<file path="src/rtl/fft_stage_sequencer.sv">
// FFT stage sequencer: steps an address generator through FFT_N radix-2
// stages. Each stage runs RUN -> DRAIN -> NEXT; the final stage ends in DONE.
// The sequencer also toggles the ping-pong bank select and raises a sticky
// timeout flag when a stage hangs.
module fft_stage_sequencer #(
  parameter int FFT_N          = 10,
  parameter int PIPE_LAT       = 4,
  parameter int TIMEOUT_MARGIN = 8
) (
  input  logic       clk,
  input  logic       rst,
  input  logic       start,
  input  logic       abort,
  input  logic       gen_done,
  output logic [4:0] stage_count,
  output logic       should_run,
  output logic       bank_sel,
  output logic       busy,
  output logic       stage_done,
  output logic       fft_done,
  output logic       timeout_err
);

  localparam int              HALF       = 1 << (FFT_N - 1);
  localparam int              WD_LIMIT   = HALF + 1 + TIMEOUT_MARGIN;
  localparam int              WD_W       = $clog2(WD_LIMIT + 1);
  localparam logic [WD_W-1:0] WD_LAST    = WD_W'(WD_LIMIT - 1);
  localparam logic [3:0]      DRAIN_LAST = 4'(PIPE_LAT - 1);
  localparam logic [4:0]      LAST_STAGE = 5'(FFT_N - 1);

  typedef enum logic [2:0] {
    IDLE,
    RUN,
    DRAIN,
    NEXT,
    DONE
  } state_t;

  state_t          state;
  state_t          nextState;
  logic [WD_W-1:0] wdCnt;
  logic [3:0]      drainCnt;
  logic            accept;
  logic            advance;
  logic            hang;

  // State register.
  always_ff @(posedge clk or negedge rst) begin
    if (!rst) state <= IDLE;
    else      state <= nextState;
  end

  // Next-state and output decode. Abort is checked first in every busy
  // state, so it outranks gen_done, the watchdog and the drain count.
  // The pulse outputs are gated by abort in the same cycle.
  always_comb begin
    nextState  = state;
    accept     = 1'b0;
    advance    = 1'b0;
    hang       = 1'b0;
    should_run = 1'b0;
    busy       = 1'b0;
    stage_done = 1'b0;
    fft_done   = 1'b0;
    case (state)
      IDLE: begin
        if (start && !abort) begin
          accept    = 1'b1;
          nextState = RUN;
        end
      end
      RUN: begin
        busy       = 1'b1;
        should_run = 1'b1;
        if (abort)                nextState = IDLE;
        else if (gen_done)        nextState = DRAIN;
        else if (wdCnt == WD_LAST) begin
          hang      = 1'b1;
          nextState = IDLE;
        end
      end
      DRAIN: begin
        busy = 1'b1;
        if (abort) nextState = IDLE;
        else if (drainCnt == DRAIN_LAST) begin
          stage_done = 1'b1;
          if (stage_count == LAST_STAGE) nextState = DONE;
          else begin
            advance   = 1'b1;
            nextState = NEXT;
          end
        end
      end
      NEXT: begin
        busy = 1'b1;
        if (abort) nextState = IDLE;
        else       nextState = RUN;
      end
      DONE: begin
        busy = 1'b1;
        if (!abort) fft_done = 1'b1;
        nextState = IDLE;
      end
      default: nextState = IDLE;
    endcase
  end

  // Watchdog, drain counter, stage index, bank select and sticky timeout.
  always_ff @(posedge clk or negedge rst) begin
    if (!rst) begin
      wdCnt       <= '0;
      drainCnt    <= '0;
      stage_count <= '0;
      bank_sel    <= 1'b0;
      timeout_err <= 1'b0;
    end else begin
      wdCnt    <= (state == RUN)   ? wdCnt + 1'b1    : '0;
      drainCnt <= (state == DRAIN) ? drainCnt + 1'b1 : '0;
      if (accept) begin
        stage_count <= '0;
        bank_sel    <= 1'b0;
        timeout_err <= 1'b0;
      end else if (advance) begin
        stage_count <= stage_count + 1'b1;
        bank_sel    <= ~bank_sel;
      end
      if (hang) timeout_err <= 1'b1;
    end
  end

endmodule
</file>
<file path="config.mk">
export PLATFORM = sky130hd
export DESIGN_NAME = fft_stage_sequencer
export DESIGN_NICKNAME = d
export VERILOG_FILES = /design/src/rtl/fft_stage_sequencer.sv
export SDC_FILE = /design/constraint.sdc
export NUM_CORES = 1
export LEC_CHECK = 0
export CAP_MARGIN = 20
export CELL_PAD_IN_SITES_DETAIL_PLACEMENT = 1
export CELL_PAD_IN_SITES_GLOBAL_PLACEMENT = 2
export CORE_ASPECT_RATIO = 0.5
export CORE_MARGIN = 4
export CORE_UTILIZATION = 34
export DETAILED_ROUTE_END_ITERATION = 16
export PLACE_DENSITY = 0.79
export SETUP_SLACK_MARGIN = 0.5
export SLEW_MARGIN = 20
export SYNTH_ARGS = -nofsm -noshare
export SYNTH_HDL_FRONTEND = slang
export SYNTH_SLANG_ARGS = --single-unit
</file>
<file path="constraint.sdc">
create_clock -name clk -period 2.41 [get_ports clk]
set_input_delay 0.482 -clock clk [delete_from_list [all_inputs] [get_ports clk]]
set_output_delay 0.482 -clock clk [all_outputs]
set_load 0.02 [all_outputs]
</file>
# Yosys cells after proc, flatten, opt, wreduce, memory -nomap -nowiden

Cells that the tools add are included.

Register bits: 24
Input bits: 5

Add/subtract/negate cells: 3
Equal/unequal tests: 10
Muxes and demuxes: 34
Bitwise logic cells: 1
Reductions and logical operators: 7

Operator list:

| cell                                                                  | count |
|---|---|
| 1-bit two-way mux                                                     | 22 |
| 3-bit two-way mux                                                     | 7 |
| 3-bit case mux with 4 select lines                                    | 1 |
| 10-bit by 1-bit adder with 10-bit output, second input constant       | 1 |
| 10-bit equality test, second input constant                           | 1 |
| 10-bit two-way mux                                                    | 1 |
| 5-bit two-way mux                                                     | 2 |
| 3-bit by 2-bit equality test with 1-bit output, second input constant | 2 |
| 5-bit by 1-bit adder with 5-bit output, second input constant         | 1 |
| 5-bit by 4-bit equality test with 1-bit output, second input constant | 1 |
| 4-bit by 1-bit adder with 4-bit output, second input constant         | 1 |
| 4-bit by 2-bit equality test with 1-bit output, second input constant | 1 |
| 4-bit two-way mux                                                     | 1 |
| 4-bit inequality test, second input constant                          | 1 |
| 2-bit nonzero test                                                    | 2 |
| 4-bit OR reduction                                                    | 1 |
| 3-bit by 1-bit equality test with 1-bit output, second input constant | 1 |
| 3-bit equality test, second input constant                            | 1 |
| 3-bit logical NOT                                                     | 1 |
| 3-bit inequality test, second input constant                          | 1 |
| 3-bit AND reduction                                                   | 1 |
| 2-bit inequality test, second input constant                          | 1 |
| 1-bit logical AND                                                     | 1 |
| 1-bit logical NOT                                                     | 1 |
| 1-bit inverter                                                        | 1 |

# Longest topological paths before layout

Gate-level depths: netlist (run 1).

Word-level depth: 7
Gate-level depth with buffers: 5

# Least setup slack after synthesis (run 1)

Ideal clock, no wire load.

Path type: register to output
From: reg drainCnt[0]
To: out stage_done
Arrival time: 1,317 ps
Required time: 1,928 ps
Setup slack: 611 ps
Stages on the path, launching flop included: 5
Cells stage by stage: dfrtp_1 -> ha_1 -> or3b_1 -> clkbuf_1 -> nor2_1

Word-level cells in the longest chain between the ends: 4

RTL lines:

| element                                        | line | RTL |
|---|---|---|
| from (decl)                                    | 42   | `logic [3:0] drainCnt;` |
| from (signal assigned)                         | 118  | `drainCnt <= (state == DRAIN) ? drainCnt + 1'b1 : '0;` |
| 4-bit by 2-bit equality test with 1-bit output | 85   | `else if (drainCnt == DRAIN_LAST) begin` |
| 1-bit two-way mux                              | 85   |  |
| 1-bit two-way mux                              | 84   | `if (abort) nextState = IDLE;` |
| 1-bit two-way mux                              | 65   | `case (state)` |
| to (decl)                                      | 19   | `output logic stage_done,` |

Every way passes these cells.

# Final worst setup path (run 1)

From: reg state[0]
To: out stage_done

Word-level cells in the longest chain between the ends: 2

RTL lines:

| element                                        | line | RTL |
|---|---|---|
| from (decl)                                    | 39   | `state_t state;` |
| from (signal assigned)                         | 50   | `else state <= nextState;` |
| 3-bit by 2-bit equality test with 1-bit output | 65   |  |
| 1-bit two-way mux                              | 65   |  |

Every way passes these cells.

==> results of run 1 <==
## synth_stat cells, types with 2 or more instances
cell type	number	area [µm²]
dfrtp_1	24	600.6
nor2_1	12	45.04
o21ai_0	12	60.06
inv_1	9	33.78
nand3_1	7	35.03
mux2i_1	6	60.06
a21oi_1	5	25.02
ha_1	5	62.56
nor3_1	4	20.02
or3_1	4	25.02
xnor2_1	4	35.03
clkbuf_1	3	11.26
nand4_1	3	18.77
or4_1	3	22.52
a21boi_0	2	15.01
nand2b_1	2	12.51
nor2b_1	2	12.51
nor4b_1	2	17.52
o21bai_1	2	15.01
or4b_4	2	27.53
xor2_1	2	17.52
## cell usage in the layout, fill, tap and decap left out, types with 2 or more instances in the layout
cell	count
clkbuf_8	3
xor2_1	2
nand2b_1	2
or4b_4	2
buf_6	2
inv_1	9
ha_1	4
clkdlybuf4s50_1	9
nor2_1	11
dfrtp_1	22
or3_1	4
nand4_1	3
xnor2_1	4
nor3_1	4
or4_1	3
dfrtp_2	2
buf_4	12
a21oi_1	5
nand3_1	7
buf_2	2
o21bai_1	2
mux2i_1	6
o21ai_0	12
a21boi_0	2
nor2b_1	2
## path summary, 6_finish.rpt
| path | endpoint |
|---|---|
| max in group asynchronous | state[0] |
| min in group asynchronous | wdCnt[9] |
| hold / removal | drainCnt[0] |
| hold reg to reg | drainCnt[0] |
| setup / recovery | stage_done |
| setup reg to reg | stage_count[2] |
## sequential cells by signal, summed over array words and instances (netlist names)
signal / cells
wdCnt: 10
stage_count: 5
drainCnt: 4
state: 3
bank_sel: 1
timeout_err: 1
## routing by layer
metal	routed length (µm)	global-route usage (%)
met5	0	0
met1	1426	18.24
met4	42	5.036
met2	1340	22.56
met3	102	2.647
## what timing repair did
| action | in CTS | in global routing |
|---|---|---|
| pin swaps | 1 | 3 |
| resized for setup | 21 | 8 |
| endpoints found under the setup margin | 5 | 5 |
| setup buffers | 0 | 6 |
## power by group through the flow
stage,registers [mW],clock network [mW],logic [mW]
after global routing,0.425,0.396,0.120
after CTS,0.425,0.380,0.0962
final,0.424,0.367,0.106
after global placement,0.432,0,0.0955
after floorplan,0.429,0,0.0500
after detailed placement,0.432,0,0.0976
## worst max-delay path, cell delays in order (launching register included)
cell	delay [ns]
dfrtp_2	0.46
or4b_4	0.51
nor2_4	0.13
buf_6	0.12
## cell type report
class | count | area (µm²)
flip-flops and latches | 24 | 603.1
well taps | 51 | 63.81
inverters | 9 | 33.78
multi-input cells | 90 | 629.4
fillers | 401 | 1849
repair buffers | 28 | 240.2
clock inverters | 1 | 30.03
clock buffers | 3 | 41.29
## metrics by stage
step,instances,power [mW],worst slack [ns],area (µm²)
after global placement,196,0.5275,-0.2358,1511
after global routing,206,0.9410,0.3862,1642
after detailed placement,196,0.5294,-0.2568,1511
final,206,0.8971,0.4426,1642
after floorplan,126,0.4787,0.6108,1256
after CTS,200,0.9012,0.3543,1592
## cell families after synthesis
group / count (synthesis)
flops: 24
fa+ha+maj: 5
compound gates: 24
xor+xnor: 6
buf+inv: 12
simple gates: 49
mux: 6
==> impl.org, run 1 <==
** Status
- Outcome :: finished clean

** Power
- Of the total power, registers draw a little under half.
- Worst IR drop on VDD :: 249.4 µV
- Net switching is 24.23% of the power.
- For this design the total switching power over the nets is ~220 µW.
- Of the total power, the clock network draws 41.0%.
- Power spread over the standard cell area amounts to 546.5 mW/mm².
- Gate power share :: 11.8%
- Summed over all cells, the static leakage comes to 0.7201 nW.
- The internal portion of the total power is 679.7 µW.

** Final layout
- Cells fill 47.03% of the core in the end.
- The area growth from synthesis to layout is 30.68%.
- Fin nets :: 166
- The number of antenna diodes in the final layout is 0.
- Proportion of layout cells with a drive suffix above 1 :: 19.35%

** GRT
- The initial antenna violation count came to 0.
- The first global-routing pass estimated 5106 µm of wire.
- Total GRT Usage :: 13.77%
- Entering global routing, the biggest net connects 25 pins.
- Vias in the first global route :: 1058
- Summed over all layers, the global routing overflow is 0.

** Job
- The tool flagged a number of max-cap violations equal to 0.

** Critical path
- Cell depth of the worst flop-to-flop path :: 5
- Tracing the worst setup path back leads to its startpoint at state[0].
- Critical Setup Path Class :: flip-flop to output port
- Source of the worst register-to-register timing path :: state[0]
- STA puts the critical path data arrival time at 1.49 ns.
- The worst setup path is launched from a flip-flop.
- The worst setup path is captured at an output port.
- Setup slack on the worst reg-to-reg path comes out at 0.46 ns.
- For the worst setup path, the data required time is between 1.5 and 2 ns.
- Of all nets on the critical path, the largest fanout is 6.

** Floorplan
- Row generation in the floorplan step produced 15 rows.
- The core region is roughly 0.0035 mm².
- The die covers 0.004790 mm².
- In this run the horizontal extent of the chip is 93.96 µm.
- For this configuration, the core starts out at a cell density of 35.99%.
- The die is 50.98 µm tall.
- Count of pins on the block boundary :: 16

** Detailed routing
- Using the TritonRoute via totals, the vias-per-cell ratio works out to 4.951.
- Detailed-route via count :: 1020
- Dividing the detail-routed wire length by the instance count gives ~14 µm.
- The count of nets left with antenna violations once routing finished came out at 0.
- Summed over all layers, the routed wires come to roughly 2900 µm.
- The first detailed-routing pass took 4 iterations.
- First DRT Iteration DRCs :: 32
- Post-route DRC :: 0

** Clock tree
- Clock transition at the registers of the reported paths :: 0.10 ns
- CTS built an H-tree with a depth of 1.
- Clock insertion delay at the later pin of the skew report :: 0.28 ns
- Number of hold buffers added after cts :: 0
- Number of buffers inserted during clock tree synthesis :: 3
- In this run the deepest clock path goes through 2 buffers.
- The tree built by TritonCTS fans out to 24 sinks.
- TritonCTS built the clock tree.
- The tree is rooted in a clkbuf_8.

** Logic synthesis
- Of the total synthesized cell area, the portion taken by full adders, half adders and majority gates is ~5%.
- The synthesized netlist devotes 4.183% of its cell area to XOR and XNOR gates.
- Post-synthesis share of cell area spent on and, or, nand and nor gates :: 23.61%
- Share of cell area taken by muxes after synthesis :: 4.781%
- Number of flops mapped to enable cells by yosys :: 0
- Post-synth design cell area :: 0.001256 mm²
- Share of the yosys chip area belonging to registers :: between 40% and 50%
- Total nets after synthesis :: 136
- Each instance of the synthesized netlist takes up on average about 10 µm².
- Largest family of logic cells by synthesized area :: simple AND/OR/NAND/NOR gates
- Synth warnings :: 0
- Synthesized-area fraction occupied by ao, oa, aoi and oai cells :: 11.06%
- Cell count after synthesis :: 126
- Post-synthesis cell type count :: 32
- The synthesized design contains 24 register bits.
- Dominant synthesized flop cell :: dfrtp_1
- Async set-reset flop share out of synthesis :: between 90% and 100%

** Hold path
- In this run the most critical hold path is launched from drainCnt[0].
- HP Class :: flip-flop to flip-flop
- Worst hold path stage count :: 1

** Timing
- Unrepaired setup endpoints after global routing :: true
- The number of pins exceeding their max-slew limit in the final report was 0.
- Setup violations remaining at the end of the flow were counted as 0.
- Counting I/O delays and the setup requirement, the final critical path takes between 1.5 and 2 ns.
- After layout, the worst path uses 81.64% of the clock period.
- Between clock sinks in the finished design, the worst skew comes to 0.008463 ns.
- Summed over all failing endpoints, the final setup total negative slack is 0 ns.
- The tightest hold path in the finished design has a slack of about 0.47 ns.
- The final number of hold-violating endpoints came to 0.
- Headroom to the max-slew limit :: approximately 79%
- For this run, the top clock speed supported by timing is 508.3 MHz.
- At the pin with the least slew margin, the transition time is 0.3131 ns.

** Placed design
- The congestion estimate from routability-driven global placement came to 0.7439.
- Post-DP HPWL :: 2055 µm
- The count of buffers added on input and output ports is 15.
Power figures use the tool's default switching activity.
==> run 2: changes to the inputs <==
--- a/config.mk
+++ b/config.mk
@@ -10,9 +10,9 @@
 export CELL_PAD_IN_SITES_GLOBAL_PLACEMENT = 2
 export CORE_ASPECT_RATIO = 0.5
 export CORE_MARGIN = 4
-export CORE_UTILIZATION = 34
+export CORE_UTILIZATION = 31
 export DETAILED_ROUTE_END_ITERATION = 16
-export PLACE_DENSITY = 0.79
+export PLACE_DENSITY = 0.76
 export SETUP_SLACK_MARGIN = 0.5
 export SLEW_MARGIN = 20
 export SYNTH_ARGS = -nofsm -noshare
==> constraint.sdc (replaced) <==
create_clock -name clk -period 1.8 [get_ports clk]
set_input_delay 0.36 -clock clk [delete_from_list [all_inputs] [get_ports clk]]
set_output_delay 0.36 -clock clk [all_outputs]
set_load 0.02 [all_outputs]
==> impl.org, run 2 (same netlist as run 1, synthesis figures left out) <==
** Detailed routing
- The detailed-router iteration count before antenna repair is 2 (-2).
- Detailed-route via count :: 1146 (+12%)
- Drt total wl :: 3694 µm (+27%)
- Post-route DRC :: 0 (unchanged)
- Post-DR vias/cell :: 4.940 (-0.24%)
- WL/cell :: 15.92 µm (+13%)
- First DRT Iteration DRCs :: 30 (-6.3%)
- The count of antenna-violating nets left after detailed routing came to 0 (unchanged).

** Final layout
- The final instance area is 0.002034 mm² (+24%).
- Ranked by flip-flop count, first place goes to wdCnt.
- The number of flip-flops under the largest register name was 10 (unchanged).
- The largest registers in the layout are wdCnt x10, stage_count x5, drainCnt x4.
- Synthesis-to-layout area growth :: 61.95%
- The share of cells above drive strength 1 is 51.12% (+32 points).
- Fin nets :: 189 (+14%)
- The number of diodes added for antenna fixing came to 0 (unchanged).
- In the layout the commonest cells are buf_4 (26), dfrtp_1 (19), buf_6 (15), nor2_1 (9).
- Most common cell after layout, fill and taps aside :: buf_4

** Clock tree
- The clock edge transition at the registers on the reported setup and hold paths is 0.09 ns (about the same).
- Number of buffers inserted during clock tree synthesis :: 3 (unchanged)
- The tree is rooted in a clkbuf_8.
- Clock sinks :: 24 (unchanged)
- Maximum clock insertion buffer count :: 2 (unchanged)
- TritonCTS built the clock tree.
- The clock insertion delay at the later pin of the skew report came to 0.27 ns (about the same).
- # H-tree levels :: 1 (unchanged)

** GRT
- The global-route wire length before repair is 5823 µm (+14%).
- Global-route congestion overflow total :: 0 (unchanged)
- The met3 global-route usage is 3.684% (+1.0 points).
- The met2 usage in global routing was 27.59% (+5.0 points).
- Number of antenna violations at the first check in global routing :: 0 (unchanged)
- The combined global-route utilization of all metal layers is 14.22% (+0.45 points).
- The layer flagged by global routing as most heavily used is met2.
- Met1 capacity usage during global routing :: 16.40% (-1.8 points)
- The number of global-route vias before repair is 1202 (+14%).
- Pin count of the biggest net entering global routing :: 25 (unchanged)

** Hold path
- The worst hold path belongs to the class input port to asynchronous set/reset pin.

** Critical path
- Worst EP arrival :: 2.05 ns (+0.56 ns)
- The worst setup path is launched from an input port.
- Critical Setup Path Class :: input port to flip-flop
- STA classifies the critical path endpoint as a flip-flop.
- The maximum fanout along the worst path was 5 (-1).
- The data required time of the worst path was 1.95 ns (+0.02 ns).

** Timing
- Headroom to the max-slew limit :: 78.65% (-0.19 points)
- Fin Clk Skew :: 0.006435 ns (-0.002028 ns)
- Setup repair after global routing could not meet its margin everywhere.
- Post-Route Hold Slack :: 0.4479 ns (-0.02483 ns)
- Number of slew-limit violations in the final report :: 0 (unchanged)
- Maximum frequency from static timing analysis :: 527.4 MHz
- Setup violators final :: 2 (+2)
- Counting I/O delays and the setup requirement, the final critical path takes 1.896 ns.
- The final number of hold-violating endpoints came to 0 (unchanged).
- The setup TNS was -0.1650 ns (-0.1650 ns).
- The slew at the pin closest to its max-slew limit is 0.3203 ns (+0.007194 ns).
- Final critical-path setup slack :: -0.09610 ns (-0.5386 ns)
- The worst path uses 105.3% of the clock period.

** Power
- The switching power summed over all nets came to 305.1 µW (+40%).
- Proportion of power drawn by flip-flops and latches :: 44.6% (-2.6 points)
- Clock Power Share :: 37.4% (-3.6 points)
- Cell internal pwr :: 959.8 µW (+41%)
- The power density of the placed cells was 621.7 mW/mm² (+14%).
- Worst IR drop on VDD :: 340.6 µV (+37%)
- Gate power share :: 18.0% (+6.2 points)
- The leakage power total came to 0.9126 nW (+27%).
- Fraction of power spent switching nets :: 24.12% (-0.11 points)

** Floorplan
- The number of primary I/O pins was 16 (unchanged).
- The width of the die was 98.03 µm (+4.3%).
- The count of standard-cell rows is 16 (+1).
- Initial standard-cell utilization of the core :: 32.18% (-3.8 points)
- Total die area :: 0.005197 mm² (+8.5%)
- Core region area :: 0.003904 mm² (+12%)
- Y dimension of the die :: 53.02 µm (+4.0%)

** Placed design
- Number of port buffers :: 15 (unchanged)
- Post-DP HPWL :: 2168 µm (+5.5%)
- The placed cell area is 0.001590 mm² (+5.2%).
- The final weighted congestion in routability-driven placement was 0.7894 (+6.1%).

** Status
- Violations in the final reports :: setup timing
- Outcome :: finished, violations left

** Job
- The number of max-cap violations came to 0 (unchanged).
-- run 2: changes by cell type in the layout (fill, tap and decap cells not counted), moves of 5 or more --
cell,previous run,this run
o21ai_1,0,5
clkdlybuf4s50_1,9,3
o21ai_0,12,6
buf_4,12,26
buf_6,2,15
-- run 2: what timing repair did --
action	CTS	global route
pin swaps	7	16
setup endpoints to repair	24	24
hold endpoints to repair	0	0
buffers inserted	15	7
hold buffers	0	0
resized for setup	75	41
-- run 2: per-stage QoR --
| step | instances | util [%] | setup WS (ns) | power [mW] |
|---|---|---|---|---|
| floorplan | 126 | - | 0.03595 | 0.6613 |
| global placement | 206 | 40.74 | -0.6753 | 0.7381 |
| detailed placement | 206 | 40.74 | -0.6979 | 0.7395 |
| CTS | 225 | 47.08 | -0.05087 | 1.244 |
| global route | 232 | 52.12 | -0.1193 | 1.335 |
| finish | 232 | 52.12 | -0.09610 | 1.265 |
-- run 2: power by group through the flow --
stage	Combinational [mW]	Sequential, mW	Clock (mW)
6_report	0.228	0.564	0.473
5_1_grt	0.253	0.567	0.515
4_1_cts	0.194	0.562	0.488
3_5_place_dp	0.166	0.573	0
3_3_place_gp	0.166	0.572	0
2_1_floorplan	0.0842	0.577	0
-- run 2: worst paths after layout --
path                            cells after the start             end  startpoint  slack, ns
worst max-delay path                                5  stage_count[2]       abort       -0.1
worst min-delay path                                2        wdCnt[4]         rst       0.45
worst max register to register                      4  stage_count[2]    state[2]      -0.07
worst min register to register                      1        bank_sel    bank_sel       0.49
max in group asynchronous                           2        state[0]         rst       1.08
min in group clk                                    1        bank_sel    bank_sel       0.49
-- run 2: per-layer routing --
| layer | vias to the layer above | part of all wire, % |
|---|---|---|
| met2 | 17 | 50 |
| met3 | 6 | 3.3 |
| li1 | 553 | - |
| met1 | 570 | 45 |
| met4 | 0 | 1.8 |
| met5 | - | 0 |
-- run 2: critical path: stages --
cell,delay [ns]
dlygate4sd2_1,0.32
or4b_4,0.56
buf_4,0.19
or4b_4,0.49
mux2i_1,0.13
-- run 2: final cells by class --
type / count / area [µm²]
inverter: 9 / 38.79
clock inverter: 1 / 30.03
sequential: 24 / 606.8
clock buffer: 3 / 41.29
multi-input combinational: 90 / 810.8
fill: 424 / 1869
tap: 54 / 67.56
timing repair buffer: 51 / 439.2
==> patch, RTL diff (config.mk and constraints of run 1) <==
Make the reset (`rst`) synchronous in 2 clocked blocks.
--- a/src/rtl/fft_stage_sequencer.sv
+++ b/src/rtl/fft_stage_sequencer.sv
@@ -45,7 +45,7 @@
   logic            hang;
 
   // State register.
-  always_ff @(posedge clk or negedge rst) begin
+  always_ff @(posedge clk) begin
     if (!rst) state <= IDLE;
     else      state <= nextState;
   end
@@ -106,7 +106,7 @@
   end
 
   // Watchdog, drain counter, stage index, bank select and sticky timeout.
-  always_ff @(posedge clk or negedge rst) begin
+  always_ff @(posedge clk) begin
     if (!rst) begin
       wdCnt       <= '0;
       drainCnt    <= '0;
Behaviour: differs if rst is asserted again (counterexample within 4 cycles, from zero or initial values and one cycle with rst low); with rst held inactive, the same outputs for 10 cycles.
==> patch against run 1 <==
First-iteration DRC count is 84% lower; area after synthesis decreased by 7.4%; cell area shrank 12%; sequential cell count unchanged; core utilization decreased by 1.2 points; wire length decreased by 12%; setup slack improved by 0.12 ns; via count is 7.4% lower.
Power is not compared: it rests on default switching activity, and its combinational part moved more than twofold at a synthesized area within 25%.
==> patch: results <==
metrics = {
    "outcome": {
        "status": "finished, final reports clean",
    },
    "sta": {
        "maxSlewHeadroom_pct": 60.62,
    },
    "critical_path": {
        "reg2reg_slack_ns": 0.87,
        "critPathSlowestCell": "dfxtp_2",
        "startpoint": "state[0]",
        "endpoint": "should_run",
    },
    "drt": {
        "routed_via_density": 5.053,
        "drtPass1Iterations": 2,
        "dr.first_iter.drc_count": 5,
    },
    "yosys": {
        "synth_fp_nets": 137,
        "yosysSeqAreaShare_pct": 41.29,
        "ys.flop_type": "dfxtp_1",
    },
    "min_path": {
        "worstHoldEndpoint": "drainCnt[0]",
    },
    "grt": {
        "grt_pass1_vias": 942,
        "grt_max_degree": 15,
        "grt_use_total_pct": 12.71,
        "grt_pass1_wl_um": 4533,
    },
    "layout": {
        "seq_share_pct": 33.77,
        "nets": 158,
        "clock_area_share_pct": 4.961,
        "multi_input_gates": 89,
        "n_all_inverters": 11,
        "multi_input_comb_area_sq_um": 618.1,
        "bufAreaShareNonClock_pct": 11.92,
    },
    "place": {
        "place.gp.congestion": 0.8155,
        "dp_hpwl_um": 1900,
    },
}
[patch: cell types whose count changed after synthesis, moves of 4 or more]
cell     before  now
dfrtp_1      24    0
dfxtp_1       0   24
o21ai_0      12    0
nor2_1       12   23
mux2i_1       6    0
xnor2_1       4   10
a21oi_1       5    1
nand2_1       1    5
nand4_1       3    7
or3_1         4    0
xor2_1        2    6
[patch: through the flow]
stage	utilization (%)	instances	cell area (sq um)	setup slack [ns]
3_5_place_dp	43.62	183	1368	-0.05144
3_3_place_gp	43.62	183	1368	-0.02766
4_1_cts	45.53	187	1428	0.5382
6_report	45.85	187	1438	0.5585
2_1_floorplan	-	127	1164	0.6760
5_1_grt	45.85	187	1438	0.4405
[patch: timing repair]
item,in CTS,in global routing
hold buffers,0,0
gates resized for setup,14,7
endpoints found under the setup margin,4,4
[patch: cells by family (layout without fill, tap and decap cells)]
group | after synthesis | after routing | share of synthesized area [%]
AO/OA/AOI/OAI | 8 | 8 | 6.129
AND/OR/NAND/NOR | 60 | 60 | 29.36
XOR/XNOR | 16 | 16 | 12.04
adder cells (fa/ha/maj) | 5 | 5 | 5.376
buffers and inverters | 14 | 34 | 5.806
flip-flops | 24 | 24 | 41.29
[patch: layer usage]
metal	global-route usage, %	routed length [um]	vias up
met5	0	0	-
met4	4.315	31	0
met3	4.931	77	5
met2	20.49	1183	9
met1	15.53	1263	458
li1	-	-	473
[patch: worst max-delay path, delay by kind of cell (launching register included)]
family | cells | cell delay [ns]
buffers and inverters | 2 | 0.46
DFF | 1 | 0.42
and+or+nand+nor | 1 | 0.21
